<file path="src/rtl/rect_frame_ctrl.sv">
// ---------------------------------------------------------------------------
// rect_frame_ctrl
//
// Frame-synchronous coordinate controller for the VGA rectangle renderer.
// Host writes land in shadow registers. On each rising edge of vsync they are
// validated and committed as one unit, so the visible box never tears
// mid-frame. When auto-move is enabled and nothing is pending, the box is
// stepped by a signed per-frame velocity instead, bouncing off the screen
// edges.
//
// Ports:
//   clk          pixel/system clock (same domain as the sync generator)
//   reset_n      asynchronous active-low reset
//   vsync        vertical sync, synchronous to clk
//   wr_valid     host write request
//   wr_ready     write can be accepted this cycle (IDLE only)
//   wr_addr      0=X0 1=X1 2=Y0 3=Y1 4=DX 5=DY 6=CTRL(bit0 auto_en) 7=ignored
//   wr_data      signed write data
//   x0,x1,y0,y1  signed active coordinates to the renderer
//   frame_tick   one-cycle pulse when the per-frame update completes
//   cfg_err      sticky: the last commit attempt was rejected
// ---------------------------------------------------------------------------
module rect_frame_ctrl #(
    parameter int H_RES = 320,
    parameter int V_RES = 480
) (
    input  logic               clk,
    input  logic               reset_n,
    input  logic               vsync,
    input  logic               wr_valid,
    output logic               wr_ready,
    input  logic [2:0]         wr_addr,
    input  logic [15:0]        wr_data,
    output logic signed [15:0] x0,
    output logic signed [15:0] x1,
    output logic signed [15:0] y0,
    output logic signed [15:0] y1,
    output logic               frame_tick,
    output logic               cfg_err
);

    typedef enum logic [1:0] {
        IDLE   = 2'd0,
        COMMIT = 2'd1,
        MOVE   = 2'd2,
        DONE   = 2'd3
    } state_t;

    localparam logic signed [16:0] H_LIM = 17'(H_RES);
    localparam logic signed [16:0] V_LIM = 17'(V_RES);

    state_t state;
    state_t state_next;

    logic               vsync_d;
    logic               vsync_edge;
    logic               wr_fire;
    logic               pending;
    logic               auto_en;
    logic               box_ok;
    logic signed [15:0] sx0, sx1, sy0, sy1;
    logic signed [15:0] dx, dy;
    logic signed [16:0] nx0, nx1, ny0, ny1;
    logic               bounce_x, bounce_y;

    assign vsync_edge = vsync & ~vsync_d;
    assign wr_fire    = wr_valid & wr_ready;
    assign box_ok     = (sx0 < sx1) && (sy0 < sy1);

    // Candidate positions use one extra bit so an edge crossing cannot wrap.
    always_comb begin
        nx0      = {x0[15], x0} + {dx[15], dx};
        nx1      = {x1[15], x1} + {dx[15], dx};
        ny0      = {y0[15], y0} + {dy[15], dy};
        ny1      = {y1[15], y1} + {dy[15], dy};
        bounce_x = nx0[16] || (nx1 > H_LIM);
        bounce_y = ny0[16] || (ny1 > V_LIM);
    end

    always_ff @(posedge clk or negedge reset_n) begin
        if (!reset_n) begin
            state <= IDLE;
        end else begin
            state <= state_next;
        end
    end

    // A commit consumes the frame, so motion is only attempted when nothing
    // was pending. Edges outside IDLE are ignored.
    always_comb begin
        state_next = state;
        case (state)
            IDLE:    if (vsync_edge) state_next = COMMIT;
            COMMIT:  state_next = (!pending && auto_en) ? MOVE : DONE;
            MOVE:    state_next = DONE;
            DONE:    state_next = IDLE;
            default: state_next = IDLE;
        endcase
    end

    always_comb begin
        wr_ready   = (state == IDLE);
        frame_tick = (state == DONE);
    end

    // Writes are only accepted in IDLE, so they never collide with the
    // COMMIT/MOVE updates of the same registers.
    always_ff @(posedge clk or negedge reset_n) begin
        if (!reset_n) begin
            vsync_d <= 1'b0;
            pending <= 1'b0;
            auto_en <= 1'b0;
            cfg_err <= 1'b0;
            sx0     <= '0;
            sx1     <= '0;
            sy0     <= '0;
            sy1     <= '0;
            dx      <= '0;
            dy      <= '0;
            x0      <= '0;
            x1      <= '0;
            y0      <= '0;
            y1      <= '0;
        end else begin
            vsync_d <= vsync;

            if (wr_fire) begin
                case (wr_addr)
                    3'd0: begin sx0 <= wr_data; pending <= 1'b1; end
                    3'd1: begin sx1 <= wr_data; pending <= 1'b1; end
                    3'd2: begin sy0 <= wr_data; pending <= 1'b1; end
                    3'd3: begin sy1 <= wr_data; pending <= 1'b1; end
                    3'd4: dx      <= wr_data;
                    3'd5: dy      <= wr_data;
                    3'd6: auto_en <= wr_data[0];
                    default: ;
                endcase
            end

            case (state)
                COMMIT: begin
                    if (pending) begin
                        pending <= 1'b0;
                        if (box_ok) begin
                            x0      <= sx0;
                            x1      <= sx1;
                            y0      <= sy0;
                            y1      <= sy1;
                            cfg_err <= 1'b0;
                        end else begin
                            cfg_err <= 1'b1;
                        end
                    end
                end
                MOVE: begin
                    if (bounce_x) begin
                        dx <= -dx;
                    end else begin
                        x0 <= nx0[15:0];
                        x1 <= nx1[15:0];
                    end
                    if (bounce_y) begin
                        dy <= -dy;
                    end else begin
                        y0 <= ny0[15:0];
                        y1 <= ny1[15:0];
                    end
                end
                default: ;
            endcase
        end
    end

endmodule

</file>
<file path="config.mk">
export PLATFORM = sky130hd
export DESIGN_NAME = rect_frame_ctrl
export DESIGN_NICKNAME = d
export VERILOG_FILES = /design/src/rtl/rect_frame_ctrl.sv
export SDC_FILE = /design/constraint.sdc
export NUM_CORES = 1
export LEC_CHECK = 0
export BUFFER_PORTS_ARGS = -buffer_cell sky130_fd_sc_hd__buf_2
export CAP_MARGIN = 20
export CORE_MARGIN = 2
export CORE_UTILIZATION = 45
export DETAILED_ROUTE_END_ITERATION = 16
export PLACE_DENSITY = 0.6
export SLEW_MARGIN = 20
export SYNTH_ARGS = -nofsm -noshare
export SYNTH_HDL_FRONTEND = slang
export SYNTH_SLANG_ARGS = --single-unit
</file>
<file path="constraint.sdc">
create_clock -name clk -period 4.2 [get_ports clk]
set_input_delay 0 -clock clk [delete_from_list [all_inputs] [get_ports clk]]
set_output_delay 0 -clock clk [all_outputs]
set_load 0.03 [all_outputs]
</file>
==> out/results.md <==
* iteration count of the initial detailed-routing pass: 5
* final worst-path cycle share: 94.90%
* routed wirelength normalized by instance count: 18.12 um
* slowest cell on the critical path: a2111o_1
* share of flip-flops with an asynchronous set or reset: 100.0%
* Final setup viols: 0
* Slew headroom: 29.75%
* buffer type at the clock tree root: clkbuf_16
* actual slew at the worst max-slew pin: 1.051 ns
* category of the most critical setup path: flop to flop
* TritonCTS Buffers: 17
* area growth from synthesis to final layout: 14.51%
* Hold Worst Slack: 0.02469 ns
* maximum number of pins on one net before global-route repair: 98
* die width: 163.4 um
* unique cell type count in the Yosys netlist: 71
* nature of the critical path startpoint: flop
* Crit path required time: 4.51 ns
* Clock H-tree levels: 4
* synthesized netlist net count: 1272
* wire length reported by the detailed router: 28.79 mm
* clock latency on the worst-skew pair: 0.43 ns
* commonest register cell after synthesis: dfrtp_1
* final antenna diode count: 0
* number of nets in the layout: 1375
* number of enable-type register cells in the synthesized netlist: 0
* number of I/O pins: 90
* routed vias: 8891
* area share of the largest cell type after synthesis: 36.35%
* cell-by-cell trace of the critical path: ha_1, fa_1, a21o_1, a221o_1, a21oi_1, or2_1, o311ai_1, a2111o_1, nor3_4, o21bai_4, o21ba_4, buf_12, mux2_1
* initial cell density of the core: 45.65%
* core footprint: 25040 um2
* clock skew after layout: 0.01213 ns
* number of post-CTS setup repair buffers: 0
* TritonCTS clock tree: built
* leftover overflow at the end of global routing: 0
* wire length of the first global-routing pass: 46.95 mm
* share of post-route cells with drive strength above 1: 19.70%
* vias in the first global route: 8878
* DP HPWL: 21.50 mm
* global placer's final weighted congestion: 0.9208
* result of the run: completed
* Yosys reg bits: 166
* worst min-delay path class: input port to flop
* antenna violations before repair: 0
* die height: 163.4 um
* Crit path largest cell delay: 0.45 ns
* cell type contributing the most total cell area after synthesis: dfrtp_1
* data arrival time of the critical path: 4.30 ns
* total global-route track usage: 22.55%
* Sink Count: 166
* proportion of synthesized chip area in sequential cells: 36.35%
* unrepaired setup endpoints after global routing: false
* maximum clock rate: 250.9 MHz
* Syn. warnings: 0
* most frequently used cell type in the post-synthesis netlist: dfrtp_1
* DRC violations left: 0
* reg-to-reg setup timing slack: 0.21 ns
* area of the mapped netlist: 11430 um2
* endpoint type of the worst setup path: flop
* Synth area leaders: dfrtp_1, ha_1, mux2_2, o21ai_0, mux2_1
* vias per inst: 5.595
* first-iteration detailed-routing DRC count: 540
* top post-synthesis cells by count: dfrtp_1, nand2_1, ha_1
* number of endpoints with negative hold slack in the final report: 0
* average cell area after synthesis: 9.981 um2
* peak fanout along the critical path: 12
* clock-pin slew reported for the worst setup and hold paths after clock tree synthesis: 0.07 ns
* Final Max Slew Viols: 0
* number of max-cap violations: 0
* Detail Route Antenna Nets: 0
* Gate Count Post-Synth: 1145
* area enclosed by the die boundary: 26690 um2
* IO buf count: 89
* deepest clock path buffer count: 2
* setup TNS: 0 ns
* post-layout min period: 3.986 ns
* standard-cell row count: 58
-- sequential cells by signal, indices dropped and copies added (netlist names), 2 cells and up --
name   cells
sy0       16
y0        16
sy1       16
dx        16
sx1       16
dy        16
state      2
x1        16
y1        16
sx0       16
x0        16
-- final cells by class --
class | instances | area, um2
repair buffers | 123 | 789.5
inverters | 61 | 229.0
clock buffers | 19 | 452.9
well taps | 330 | 412.9
flip-flops and latches | 166 | 4154
clock inverters | 11 | 175.2
fillers | 2256 | 11950
multi-input cells | 879 | 6873
-- layout by cell type, fill, tap and decap left out, drive strengths merged, types with 10 or more instances in the layout --
master	n
xnor2	36
o21a	16
nor2	63
nand3	20
ha	100
or3	13
nand2b	18
a21oi	52
o21ai	95
mux2	126
buf	105
nor2b	11
a31oi	10
dlygate4sd3	18
mux2i	20
a21o	21
nor3	18
inv	62
nand2	110
o221a	28
xor2	19
clkbuf	19
dfrtp	166
-- metal layers --
metal,track usage (%),vias to the layer above,wire length [um]
met2,36.25,178,13190
met3,3.377,26,1118
met1,31.84,4330,14040
li1,-,4357,-
met4,5.833,0,448
met5,0,-,0
-- metrics by stage --
step	instance area (um2)	cells	utilization (%)	setup slack, ns
after floorplan	11430	1145	-	0.4515
after global placement	12270	1541	49.01	0.2761
after detailed placement	12270	1541	49.01	0.2163
after CTS	13080	1589	52.24	0.1912
after global routing	13090	1589	52.27	0.005754
final	13090	1589	52.27	0.2143
-- critical path, delay by kind of cell, from the launching register on --
kind                     cells  cell delay (ns)
AO/OA/AOI/OAI                7             1.88
adder cells (fa/ha/maj)      2             0.64
buffers and inverters        1             0.18
flip-flops                   1             0.44
multiplexers                 1             0.33
AND/OR/NAND/NOR              2             0.38
-- repair_timing --
item,4_1_cts,5_1_grt
setup endpoints to repair,0,44
hold buffers,18,0
gates resized for setup,0,2
hold endpoints to repair,194,0
-- logic make-up (layout without fill, tap and decap cells) --
| family | count (synthesis) | count (layout) | synth area share [%] |
|---|---|---|---|
| flops | 166 | 166 | 36.35 |
| xor+xnor | 55 | 55 | 4.215 |
| buf+inv | 100 | 214 | 3.832 |
| mux | 146 | 146 | 15.05 |
| simple gates | 295 | 295 | 12.44 |
| compound gates | 279 | 279 | 16.47 |
| fa+ha+maj | 104 | 104 | 11.65 |
-- final timing paths --
path,startpoint,to,depth (start not counted)
setup / recovery,dy[0]$_DFFE_PN0P_,y1[15]$_DFFE_PN0P_,13
hold / removal,wr_addr[2],pending$_DFF_PN0_,3
setup reg to reg,dy[0]$_DFFE_PN0P_,y1[15]$_DFFE_PN0P_,13
hold reg to reg,auto_en$_DFFE_PN0P_,auto_en$_DFFE_PN0P_,1
max in group asynchronous,reset_n,y0[1]$_DFFE_PN0P_,3
min in group asynchronous,reset_n,x1[13]$_DFFE_PN0P_,2
Power is left out: the tool's default activity adds up to more than one toggle a clock period on the data nets, which glitch-free logic cannot reach.
